### src/rtl/counter_b32_sched_if.sv
// ============================================================================
// Module   : counter_b32_sched_if
// Purpose  : Requester command/grant bundle and counter control bus for
//            counter_b32_sched.
// Revision : 1.0  initial release
// ============================================================================
`default_nettype none

interface counter_b32_sched_if #(
   parameter int LEN_W  = 8,
   parameter int DATA_W = 32
);
   logic              ctl_req0;
   logic [1:0]        ctl_cmd0_mode;
   logic [DATA_W-1:0] ctl_cmd0_D;
   logic [LEN_W-1:0]  ctl_cmd0_len;
   logic              ctl_req1;
   logic [1:0]        ctl_cmd1_mode;
   logic [DATA_W-1:0] ctl_cmd1_D;
   logic [LEN_W-1:0]  ctl_cmd1_len;
   logic [7:0]        ctl_rco;

   logic              ctl_gnt0;
   logic              ctl_gnt1;
   logic              ctl_done0;
   logic              ctl_done1;
   logic              ctl_abort;
   logic              ctl_busy;
   logic              ctl_enable;
   logic [1:0]        ctl_mode;
   logic [DATA_W-1:0] ctl_D;

   modport master (
      output ctl_req0, ctl_cmd0_mode, ctl_cmd0_D, ctl_cmd0_len,
      output ctl_req1, ctl_cmd1_mode, ctl_cmd1_D, ctl_cmd1_len,
      output ctl_rco,
      input  ctl_gnt0, ctl_gnt1, ctl_done0, ctl_done1, ctl_abort,
      input  ctl_busy, ctl_enable, ctl_mode, ctl_D
   );

   modport slave (
      input  ctl_req0, ctl_cmd0_mode, ctl_cmd0_D, ctl_cmd0_len,
      input  ctl_req1, ctl_cmd1_mode, ctl_cmd1_D, ctl_cmd1_len,
      input  ctl_rco,
      output ctl_gnt0, ctl_gnt1, ctl_done0, ctl_done1, ctl_abort,
      output ctl_busy, ctl_enable, ctl_mode, ctl_D
   );
endinterface

`default_nettype wire

### src/rtl/counter_b32_sched.sv
// ============================================================================
// Module   : counter_b32_sched
// Purpose  : Round-robin command scheduler driving a sliced 32-bit counter.
//            Optional macro CTL_RCO_ABORT_EN ends a run early on any ctl_rco.
// Revision : 1.0  initial release
// ============================================================================
`default_nettype none

module counter_b32_sched #(
   parameter int LEN_W  = 8,
   parameter int DATA_W = 32
) (
   input  wire logic          ctl_clk,
   input  wire logic          ctl_reset,
   counter_b32_sched_if.slave bus
);

   localparam logic [1:0] MODE_UP   = 2'b00;
   localparam logic [1:0] MODE_LOAD = 2'b11;

   typedef enum logic [1:0] {
      ST_IDLE = 2'd0,
      ST_LOAD = 2'd1,
      ST_RUN  = 2'd2,
      ST_DONE = 2'd3
   } state_t;

   state_t              state_q, state_d;
   logic                rr_last_q, rr_last_d;
   logic                owner_q, owner_d;
   logic [1:0]          cmd_mode_q, cmd_mode_d;
   logic [DATA_W-1:0]   cmd_data_q, cmd_data_d;
   logic [LEN_W-1:0]    cmd_len_q, cmd_len_d;
   logic [LEN_W-1:0]    remain_q, remain_d;
   logic                aborted_q, aborted_d;

   logic                gnt0_q, gnt0_d;
   logic                gnt1_q, gnt1_d;
   logic                done0_q, done0_d;
   logic                done1_q, done1_d;
   logic                abort_q, abort_d;
   logic                busy_q, busy_d;
   logic                enable_q, enable_d;
   logic [1:0]          mode_q, mode_d;
   logic [DATA_W-1:0]   data_q, data_d;

   logic                pick;
   logic                rco_hit;

`ifdef CTL_RCO_ABORT_EN
   assign rco_hit = |bus.ctl_rco;
`else
   logic rco_unused;
   assign rco_unused = ^bus.ctl_rco;
   assign rco_hit    = 1'b0;
`endif

   // Contention goes to whoever was not served last; otherwise the sole requester.
   always_comb begin
      pick = 1'b0;
      if (bus.ctl_req0 && bus.ctl_req1) begin
         pick = ~rr_last_q;
      end else begin
         pick = bus.ctl_req1;
      end
   end

   always_comb begin
      state_d    = state_q;
      rr_last_d  = rr_last_q;
      owner_d    = owner_q;
      cmd_mode_d = cmd_mode_q;
      cmd_data_d = cmd_data_q;
      cmd_len_d  = cmd_len_q;
      remain_d   = remain_q;
      aborted_d  = aborted_q;

      unique case (state_q)
         ST_IDLE: begin
            aborted_d = 1'b0;
            if (bus.ctl_req0 || bus.ctl_req1) begin
               owner_d   = pick;
               rr_last_d = pick;
               state_d   = ST_LOAD;
               if (pick) begin
                  cmd_mode_d = bus.ctl_cmd1_mode;
                  cmd_data_d = bus.ctl_cmd1_D;
                  cmd_len_d  = bus.ctl_cmd1_len;
               end else begin
                  cmd_mode_d = bus.ctl_cmd0_mode;
                  cmd_data_d = bus.ctl_cmd0_D;
                  cmd_len_d  = bus.ctl_cmd0_len;
               end
            end
         end
         ST_LOAD: begin
            if ((cmd_mode_q == MODE_LOAD) || (cmd_len_q == '0)) begin
               state_d = ST_DONE;
            end else begin
               state_d  = ST_RUN;
               remain_d = cmd_len_q;
            end
         end
         ST_RUN: begin
            remain_d = remain_q - LEN_W'(1);
            if (rco_hit) begin
               state_d   = ST_DONE;
               aborted_d = 1'b1;
            end else if (remain_q == LEN_W'(1)) begin
               state_d = ST_DONE;
            end
         end
         ST_DONE: begin
            state_d = ST_IDLE;
         end
         default: begin
            state_d = ST_IDLE;
         end
      endcase
   end

   // Outputs are precomputed from the next state so they appear registered
   // in the same cycle the FSM enters that state.
   always_comb begin
      gnt0_d   = 1'b0;
      gnt1_d   = 1'b0;
      done0_d  = 1'b0;
      done1_d  = 1'b0;
      abort_d  = 1'b0;
      busy_d   = (state_d != ST_IDLE);
      enable_d = 1'b0;
      mode_d   = MODE_UP;
      data_d   = '0;

      unique case (state_d)
         ST_LOAD: begin
            gnt0_d   = ~owner_d;
            gnt1_d   = owner_d;
            enable_d = 1'b1;
            mode_d   = MODE_LOAD;
            data_d   = cmd_data_d;
         end
         ST_RUN: begin
            enable_d = 1'b1;
            mode_d   = cmd_mode_d;
            data_d   = cmd_data_d;
         end
         ST_DONE: begin
            done0_d = ~owner_d;
            done1_d = owner_d;
            abort_d = aborted_d;
         end
         default: begin
            busy_d = 1'b0;
         end
      endcase
   end

   always_ff @(posedge ctl_clk) begin
      if (ctl_reset) begin
         state_q    <= ST_IDLE;
         rr_last_q  <= 1'b1;
         owner_q    <= 1'b0;
         cmd_mode_q <= '0;
         cmd_data_q <= '0;
         cmd_len_q  <= '0;
         remain_q   <= '0;
         aborted_q  <= 1'b0;
         gnt0_q     <= 1'b0;
         gnt1_q     <= 1'b0;
         done0_q    <= 1'b0;
         done1_q    <= 1'b0;
         abort_q    <= 1'b0;
         busy_q     <= 1'b0;
         enable_q   <= 1'b0;
         mode_q     <= '0;
         data_q     <= '0;
      end else begin
         state_q    <= state_d;
         rr_last_q  <= rr_last_d;
         owner_q    <= owner_d;
         cmd_mode_q <= cmd_mode_d;
         cmd_data_q <= cmd_data_d;
         cmd_len_q  <= cmd_len_d;
         remain_q   <= remain_d;
         aborted_q  <= aborted_d;
         gnt0_q     <= gnt0_d;
         gnt1_q     <= gnt1_d;
         done0_q    <= done0_d;
         done1_q    <= done1_d;
         abort_q    <= abort_d;
         busy_q     <= busy_d;
         enable_q   <= enable_d;
         mode_q     <= mode_d;
         data_q     <= data_d;
      end
   end

   assign bus.ctl_gnt0   = gnt0_q;
   assign bus.ctl_gnt1   = gnt1_q;
   assign bus.ctl_done0  = done0_q;
   assign bus.ctl_done1  = done1_q;
   assign bus.ctl_abort  = abort_q;
   assign bus.ctl_busy   = busy_q;
   assign bus.ctl_enable = enable_q;
   assign bus.ctl_mode   = mode_q;
   assign bus.ctl_D      = data_q;

endmodule

`default_nettype wire

### src/flat_wrapper.sv
// flat-port wrapper written by rule: the top's interface ports become plain ports
module counter_b32_sched_flat 
#(
   parameter int LEN_W  = 8,
   parameter int DATA_W = 32
)
  (ctl_clk, ctl_reset, bus_ctl_req0, bus_ctl_cmd0_mode, bus_ctl_cmd0_D, bus_ctl_cmd0_len, bus_ctl_req1, bus_ctl_cmd1_mode, bus_ctl_cmd1_D, bus_ctl_cmd1_len, bus_ctl_rco, bus_ctl_gnt0, bus_ctl_gnt1, bus_ctl_done0, bus_ctl_done1, bus_ctl_abort, bus_ctl_busy, bus_ctl_enable, bus_ctl_mode, bus_ctl_D);
  counter_b32_sched_if #(.LEN_W(LEN_W), .DATA_W(DATA_W)) bus_i ();
  input  wire logic ctl_clk;
  input  wire logic ctl_reset;
  input wire logic [$bits(bus_i.ctl_req0)-1:0] bus_ctl_req0;
  input wire logic [$bits(bus_i.ctl_cmd0_mode)-1:0] bus_ctl_cmd0_mode;
  input wire logic [$bits(bus_i.ctl_cmd0_D)-1:0] bus_ctl_cmd0_D;
  input wire logic [$bits(bus_i.ctl_cmd0_len)-1:0] bus_ctl_cmd0_len;
  input wire logic [$bits(bus_i.ctl_req1)-1:0] bus_ctl_req1;
  input wire logic [$bits(bus_i.ctl_cmd1_mode)-1:0] bus_ctl_cmd1_mode;
  input wire logic [$bits(bus_i.ctl_cmd1_D)-1:0] bus_ctl_cmd1_D;
  input wire logic [$bits(bus_i.ctl_cmd1_len)-1:0] bus_ctl_cmd1_len;
  input wire logic [$bits(bus_i.ctl_rco)-1:0] bus_ctl_rco;
  output wire logic [$bits(bus_i.ctl_gnt0)-1:0] bus_ctl_gnt0;
  output wire logic [$bits(bus_i.ctl_gnt1)-1:0] bus_ctl_gnt1;
  output wire logic [$bits(bus_i.ctl_done0)-1:0] bus_ctl_done0;
  output wire logic [$bits(bus_i.ctl_done1)-1:0] bus_ctl_done1;
  output wire logic [$bits(bus_i.ctl_abort)-1:0] bus_ctl_abort;
  output wire logic [$bits(bus_i.ctl_busy)-1:0] bus_ctl_busy;
  output wire logic [$bits(bus_i.ctl_enable)-1:0] bus_ctl_enable;
  output wire logic [$bits(bus_i.ctl_mode)-1:0] bus_ctl_mode;
  output wire logic [$bits(bus_i.ctl_D)-1:0] bus_ctl_D;
  assign bus_i.ctl_req0 = bus_ctl_req0;
  assign bus_i.ctl_cmd0_mode = bus_ctl_cmd0_mode;
  assign bus_i.ctl_cmd0_D = bus_ctl_cmd0_D;
  assign bus_i.ctl_cmd0_len = bus_ctl_cmd0_len;
  assign bus_i.ctl_req1 = bus_ctl_req1;
  assign bus_i.ctl_cmd1_mode = bus_ctl_cmd1_mode;
  assign bus_i.ctl_cmd1_D = bus_ctl_cmd1_D;
  assign bus_i.ctl_cmd1_len = bus_ctl_cmd1_len;
  assign bus_i.ctl_rco = bus_ctl_rco;
  assign bus_ctl_gnt0 = bus_i.ctl_gnt0;
  assign bus_ctl_gnt1 = bus_i.ctl_gnt1;
  assign bus_ctl_done0 = bus_i.ctl_done0;
  assign bus_ctl_done1 = bus_i.ctl_done1;
  assign bus_ctl_abort = bus_i.ctl_abort;
  assign bus_ctl_busy = bus_i.ctl_busy;
  assign bus_ctl_enable = bus_i.ctl_enable;
  assign bus_ctl_mode = bus_i.ctl_mode;
  assign bus_ctl_D = bus_i.ctl_D;
  counter_b32_sched #(.LEN_W(LEN_W), .DATA_W(DATA_W)) u_core (.ctl_clk(ctl_clk), .ctl_reset(ctl_reset), .bus(bus_i));
endmodule
### config.mk
export PLATFORM = sky130hd
export DESIGN_NAME = counter_b32_sched_flat
export DESIGN_NICKNAME = d
export VERILOG_FILES = /design/src/rtl/counter_b32_sched_if.sv /design/src/rtl/counter_b32_sched.sv /design/src/flat_wrapper.sv
export SDC_FILE = /design/constraint.sdc
export NUM_CORES = 1
export LEC_CHECK = 0
export CORE_UTILIZATION = 50
export CTS_BUF_LIST = sky130_fd_sc_hd__clkbuf_4 sky130_fd_sc_hd__clkbuf_8
export DETAILED_ROUTE_END_ITERATION = 16
export HOLD_SLACK_MARGIN = 0.08
export PLACE_DENSITY_LB_ADDON = 0.1
export SYNTH_ARGS = -nofsm -noshare
export SYNTH_HDL_FRONTEND = slang
export SYNTH_SLANG_ARGS = --single-unit
### constraint.sdc
create_clock -name ctl_clk -period 5.95 [get_ports ctl_clk]
set_input_delay 1.4875 -clock ctl_clk [delete_from_list [all_inputs] [get_ports ctl_clk]]
set_output_delay 1.4875 -clock ctl_clk [all_outputs]
set_load 0.03 [all_outputs]
Word-level counts from Yosys, hierarchy flattened --
Index checks and enable logic that the tools add are counted.
Storage, ports and cells: register bits 96, bits of input ports 96, output and inout port bits 41, logic and storage cells 67
Operators by class: $add $sub $neg 1, equality and inequality tests 9, multiplexer cells 19, bitwise gates (word level) 6, reductions and logical operators 15
Operators by type and width (count):
- $mux 32 | 3
- $mux 8 | 2
- $pmux 8 s2 | 1
- $eq 2x2->1 const B | 5
- $mux 2 | 5
- $reduce_or 2->1 | 5
- $eq 8x1->1 const B | 1
- $logic_not 8->1 | 1
- $pmux 2 s4 | 1
- $sub 8x1->8 const B | 1
- $mux 1 | 6
- $not 1->1 | 6
- $eq 2x1->1 const B | 2
- $pmux 2 s2 | 1
- $reduce_and 2->1 | 2
- $reduce_bool 2->1 | 2
- $reduce_or 3->1 | 1
- $logic_not 2->1 | 1
- $logic_or 1x1->1 | 2
- $ne 2x2->1 const B | 1
- $logic_and 1x1->1 | 1

Depth between registers and ports, before layout --
Gate-level depths: netlist of the first run.
word-level depth 8, gate-level depth with buffers 10, depth with buffers taken out 9

Least setup slack after synthesis of the first run --
OpenSTA, ideal clock, no wires.
kind in2reg, start in bus_ctl_req1, end reg u_core.mode_q[0] (netlist: u_core.bus.ctl_mode[0]), setup time 0.074 ns, arrival time 2.712 ns, data required time 5.876 ns, path slack 3.163 ns, stages on the path 6, buffers on the path 0, path through nor4b_1 -> nor2_1 -> ha_1 -> nor2b_1 -> nand2_1 -> o21ai_0
Between the ends: elaborated cells between the ends (all ways) 11, those cells by class eq/ne: 2; mux: 7; reduce/logical: 2
RTL lines:
- start: declaration | RTL line flat_wrapper.sv:15 | input wire logic [$bits(bus_i.ctl_req1)-1:0] bus_ctl_req1;
- $logic_or 1x1->1 (*) | RTL line counter_b32_sched.sv:81 | if (bus.ctl_req0 || bus.ctl_req1) begin
- $mux 2 (*) | RTL line counter_b32_sched.sv:81
- $pmux 2 s4 (*) | RTL line counter_b32_sched.sv:78 | unique case (state_q)
- via u_core.state_d[0] | RTL line counter_b32_sched.sv:28 | state_t state_q, state_d;
- $eq 2x2->1 / $eq 2x1->1 (equally long branches) | RTL line counter_b32_sched.sv:135 | unique case (state_d)
- $pmux 2 s2 (*) | RTL line counter_b32_sched.sv:135
- end signal: assignment | RTL line counter_b32_sched.sv:194 | mode_q <= mode_d;
- end: declaration | RTL line counter_b32_sched.sv:44 | logic [1:0] mode_q, mode_d;
The timed path passes the listed nets; every way through them passes the cells marked *. A chain may end at the register's enable or synchronous reset.

Worst setup path after layout of the first run --
start in bus_ctl_req0, end reg u_core.mode_q[0] (netlist: u_core.bus.ctl_mode[0])
Between the ends: elaborated cells between the ends (all ways) 11, those cells by class eq/ne: 2; mux: 7; reduce/logical: 2
RTL lines:
- start: declaration | RTL line flat_wrapper.sv:11 | input wire logic [$bits(bus_i.ctl_req0)-1:0] bus_ctl_req0;
- $logic_or 1x1->1 (*) | RTL line counter_b32_sched.sv:81
- $mux 2 (*) | RTL line counter_b32_sched.sv:81
- $pmux 2 s4 (*) | RTL line counter_b32_sched.sv:78
- via u_core.state_d[0] | RTL line counter_b32_sched.sv:28
- $eq 2x2->1 / $eq 2x1->1 (equally long branches) | RTL line counter_b32_sched.sv:135
- $pmux 2 s2 (*) | RTL line counter_b32_sched.sv:135
Marks and branches as above.

==> flow_metrics.tcl, run 1 <==
set metrics [dict create \
    drive_above_1_share_pct 5.93 \
    clock_latency_ns 0.36 \
    startpoint_type "primary input" \
    tns_ns 0 \
    synth.avg_cell_area_um2 10.1 \
    ys_warn_count 0 \
    grt_max_degree 64 \
    fin_crit_ns 3.74 \
    drtIter0Drc 80 \
    required_ns 6.23 \
    cp_data_arrival_time_ns 4.02 \
    final_util_pct 72.4 \
    n_fill_cell 594 \
    drt_first_pass_iters 4 \
    cts_sinks 96 \
    clkSlewWorstSetupHoldPaths_ns 0.10 \
    syn-instance-count 388 \
    ctsResizeCount 0 \
    relSlewSlack_pct 21.5 \
    yosysSeqAreaShare_pct 48.9 \
    outcome "finished clean" \
    core_area_um2 7410 \
    ys_ff_latch 96 \
    ys.flop_type "dfxtp_1" \
    final_common_cell "clkdlybuf4s50_1" \
    period_share_pct 62.9 \
    antenna_cells 0 \
    die_h_um 90.7 \
    slew_violations 0 \
    postCtsSetupBuffers 0 \
    synthArstFlopShare_pct 0 \
    area_growth_pct 36.3 \
    overflow 0 \
    port_buffers 128 \
    clock_path_buffers 2 \
    path_class "primary input to register" \
    crit_fanout 33 \
    ant_nets 0 \
    hold_viol 0 \
    min_from "u_core.remain_q[7]" \
    wirelength_um 8370 \
    cp-end-kind "register" \
    postCtsHoldBufs 0 \
    nets 607 \
    reg2regPathDepth 8 \
    hold_path_end "u_core.remain_q[7]" \
    netlist_area_um2 3930 \
    rrSetupSlack_ns 3.00 \
    holdCritPathClass "register to register" \
    cap_violations 0 \
    die_x_um 90.7 \
    wl_per_cell_um 13.8 \
    setup_viol 0 \
    tightest_slew_ns 1.18 \
    grt_use_total_pct 21.1 \
    dieArea_um2 8220 \
    synth_edf_count 0 \
    dp_hpwl_um 5900 \
    ir_drop_v 0.000232 \
    ios 137 \
    cellLeakagePower_nw 2.04 \
    ys_types 42 \
    start_util_pct 53.1 \
    grt_pass1_wl_um 13900 \
    vias 3157 \
    h-tree-depth 3 \
    synth_nets 494 \
    via_per_inst 5.22 \
    root_buffer "clkbuf_8" \
    first_global_vias 3078 \
    fp-row-count 31 \
    cts_tree "built" \
    antenna_found_initial 0 \
    fin_skew_ns 0.0107 \
    cts-buffers-inserted 9 \
    worst_r2r_startpoint "u_core.state_q[0]" \
    drc 0 \
    hold_path_depth 2 \
    fmax_ghz 0.267 \
    p_per_area_nw_per_um2 487 \
    final_cell_mix "127 x clkdlybuf4s50_1, 96 x dfxtp_1, 50 x nor2_1" \
    timing.rr.end "u_core.bus.ctl_mode[0]" \
    place.gp.congestion 0.817 \
    rsz0062_at_grt "no" \
]
-- power by group --
group	switching (mW)	internal, mW
sequential	0.0888	0.861
combinational	0.750	0.525
clock	0.222	0.164
-- cells by family (layout without fill, tap and decap cells) --
logic type	count (synthesis)	after routing	share of synthesized area, %
compound gates	76	76	14.5
simple gates	125	125	16.5
buf+inv	35	153	5.15
mux	46	46	11.8
fa+ha+maj	10	10	3.18
flops	96	96	48.9
-- Yosys cell counts, types with 5 or more instances --
master	n	area, µm²
inv_1	7	26.3
a21oi_1	9	45.0
buf_2	9	45.0
dfxtp_1	96	1920
a211oi_1	40	300
and2_1	37	231
ha_1	10	125
nor2_1	50	188
nand3_1	5	25.0
clkbuf_1	10	37.5
mux2i_1	44	440
nand2_1	9	33.8
nand2b_1	5	31.3
-- critical path, cell delays in order --
cell and delay [ns]:
clkdlybuf4s50_1 0.54, nor4b_1 0.48, nor2_1 0.14, ha_1 0.87, nor2b_1 0.29, nand2_1 0.09, o21ai_0 0.14
-- layout make-up --
cell class	count	area, µm²	area share (%)
clock buffers	11	139	2.59
clock inverters	5	41.3	0.770
well taps	99	124	2.31
repair buffers	130	1290	24.1
inverters	7	26.3	0.490
multi-input cells	257	1820	33.9
flip-flops and latches	96	1920	35.9
-- state kept, by name (all words and copies together), names as in the netlist, 2 cells and up --
name                 cells
u_core.cmd_data_q       32
u_core.cmd_mode_q        2
u_core.bus.ctl_D        32
u_core.remain_q          8
u_core.state_q           2
u_core.bus.ctl_mode      2
u_core.cmd_len_q         8
-- layer usage --
metal	global-route usage [%]	part of all wire (%)	vias to the layer above
met1	23.8	41	1457
met5	0	0	-
met2	36.7	50	102
met4	6.32	0.97	0
li1	-	-	1589
met3	8.25	7.5	9
-- worst max-delay path by stage --
| stage | from | endpoint | slack, ns | cells past startpoint |
|---|---|---|---|---|
| after CTS | bus_ctl_req0 | u_core.bus.ctl_mode[0] | 2.17 | 7 |
| final | bus_ctl_req0 | u_core.bus.ctl_mode[0] | 2.21 | 7 |
| after floorplan | bus_ctl_req1 | u_core.bus.ctl_mode[0] | 3.16 | 6 |
| after detailed placement | bus_ctl_req0 | u_core.bus.ctl_mode[0] | 1.80 | 7 |
| after global routing | bus_ctl_req0 | u_core.bus.ctl_mode[0] | 1.91 | 7 |
| after global placement | bus_ctl_req0 | u_core.bus.ctl_mode[0] | 1.85 | 7 |
-- per-stage QoR --
stage               hold WS [ns]  area (µm²)  power, mW  setup WS [ns]  std cells
floorplan                  0.442        3930       1.89           3.16        388
global placement           0.461        5180       2.20           1.85        589
detailed placement         0.466        5180       2.24           1.80        589
CTS                        0.477        5360       2.63           2.17        605
global route               0.502        5360       2.81           1.91        605
finish                     0.476        5360       2.61           2.21        605
No activity file was read; power rests on OpenSTA's default activity.
==> inputs of run 2 (changes only) <==
CORE_UTILIZATION = 42   (was 50)
clock period = 3.4 ns   (was 5.95 ns; I/O delays follow)
==> run 2 against run 1 <==
Net effect: clock skew is essentially flat; via count shrank 1.6%; power grew 79%; largest cell class unchanged; routed wire length shrank 1.3%.
==> flow_metrics.tcl, run 2 (same netlist as run 1, synthesis figures left out) <==
set metrics [dict create \
    p_sw_share_pct 39.5 \
    area_growth_pct 38.6 \
    m1WireLength_um 3600 \
    required_ns 3.69 \
    fmax_ghz 0.399 \
    highest_layer "met4" \
    clock_path_buffers 2 \
    cts_sinks 96 \
    min_from "u_core.remain_q[7]" \
    worst_path_largest_cell_delay_ns 0.52 \
    combinationalPowerShare_pct 48.4 \
    root_buffer "clkbuf_8" \
    power.switching_mw 1.84 \
    final_cell_mix "127 x clkdlybuf4s50_1, 96 x dfxtp_1, 50 x nor2_1" \
    overflow 0 \
    fin_crit_ns 2.51 \
    relSlewSlack_pct 39.7 \
    postCtsSetupBuffers 0 \
    h-tree-depth 3 \
    drive_above_1_share_pct 6.67 \
    wirelength_um 8260 \
    worst_r2r_startpoint "u_core.state_q[0]" \
    clock_latency_ns 0.36 \
    internal_power_mw 2.83 \
    p_seq_share_pct 35.6 \
    cp-end-kind "register" \
    vias 3108 \
    antenna_cells 0 \
    outcome "finished clean" \
    crit_chain "clkdlybuf4s50_1, nor4b_1, nor2_1, ha_1, nor2b_1, nand2_1, o21ai_0" \
    dp_hpwl_um 6000 \
    slowest_stage "clkdlybuf4s50_1" \
    slew_violations 0 \
    grt_use_total_pct 17.6 \
    die_x_um 98.8 \
    die_h_um 98.8 \
    fin_skew_ns 0.0109 \
    setup.worst_path.start "bus_ctl_req0" \
    dpl.cell_count 602 \
    startpoint_type "primary input" \
    cts-buffers-inserted 9 \
    port_buffers 128 \
    crit_fanout 4 \
    antenna_found_initial 0 \
    p_per_area_nw_per_um2 856 \
    ctsResizeCount 0 \
    cp_data_arrival_time_ns 2.79 \
    final_util_pct 61.3 \
    core_area_um2 8890 \
    stdcell_count 618 \
    drt_first_pass_iters 4 \
    postCtsHoldBufs 0 \
    period_share_pct 73.7 \
    fp-row-count 34 \
    rsz0062_at_grt "no" \
    clockPowerShare_pct 16.0 \
    first_global_vias 2915 \
    setup_viol 0 \
    tns_ns 0 \
    via_per_inst 5.03 \
    grt_max_degree 44 \
    holdWs_ns 0.472 \
    tightest_slew_ns 0.896 \
    final_common_cell "clkdlybuf4s50_1" \
    hold_path_depth 2 \
    start_util_pct 44.2 \
    wl_per_cell_um 13.4 \
    reg2regPathDepth 8 \
    cap_violations 0 \
    holdCritPathClass "register to register" \
    cts_tree "built" \
    drtIter0Drc 57 \
    dieArea_um2 9750 \
    ir_drop_v 0.000465 \
    drc 0 \
    grt_pass1_wl_um 13600 \
    ant_nets 0 \
    cellLeakagePower_nw 2.09 \
    wl_met2_um 3910 \
    place.gp.congestion 0.805 \
    path_class "primary input to register" \
    wl_met3_um 621 \
    nets 611 \
    clkSlewWorstSetupHoldPaths_ns 0.09 \
    ios 137 \
    hold_viol 0 \
]
run 2: layout make-up:
cell class | instances | area, µm²
Timing Repair Buffer | 134 | 1350
Inverter | 7 | 26.3
Multi-Input combinational cell | 257 | 1820
Fill cell | 785 | 3440
Sequential cell | 96 | 1920
Clock buffer | 11 | 139
Tap cell | 108 | 135
Clock inverter | 5 | 65.1
run 2: worst max-delay path, delay by kind of cell:
family,cells,cell delay [ns]
and+or+nand+nor,4,0.95
AOI/OAI and AO/OA,1,0.15
adders and majority gates,1,0.32
buffers and inverters,1,0.52
run 2: path summary, 6_finish.rpt:
path,slack [ns],to
worst max-delay path,0.89,u_core.bus.ctl_mode[1]
worst min register to register,0.47,u_core.remain_q[7]
worst min-delay path,0.47,u_core.remain_q[7]
worst max register to register,1.09,u_core.bus.ctl_mode[1]
run 2: routing by layer:
| metal | vias to the layer above | GRT usage (%) |
|---|---|---|
| met2 | 92 | 29.0 |
| met5 | - | 0 |
| li1 | 1596 | - |
| met1 | 1407 | 21.0 |
| met4 | 0 | 6.66 |
| met3 | 13 | 6.17 |
run 2: stage by stage:
stage	setup slack, ns	total power, mW	instance area, µm²
after global routing	0.688	5.05	5450
after CTS	0.909	4.72	5450
after detailed placement	0.535	3.97	5250
after global placement	0.578	3.92	5250
after floorplan	1.23	3.30	3930
final	0.893	4.67	5450
run 2: power by group through the flow:
| stage | combinational (mW) | sequential, mW | clock (mW) |
|---|---|---|---|
| floorplan | 1.42 | 1.88 | 0 |
| global placement | 2.24 | 1.68 | 0 |
| detailed placement | 2.28 | 1.69 | 0 |
| CTS | 2.29 | 1.66 | 0.774 |
| global route | 2.53 | 1.70 | 0.820 |
| finish | 2.26 | 1.66 | 0.748 |
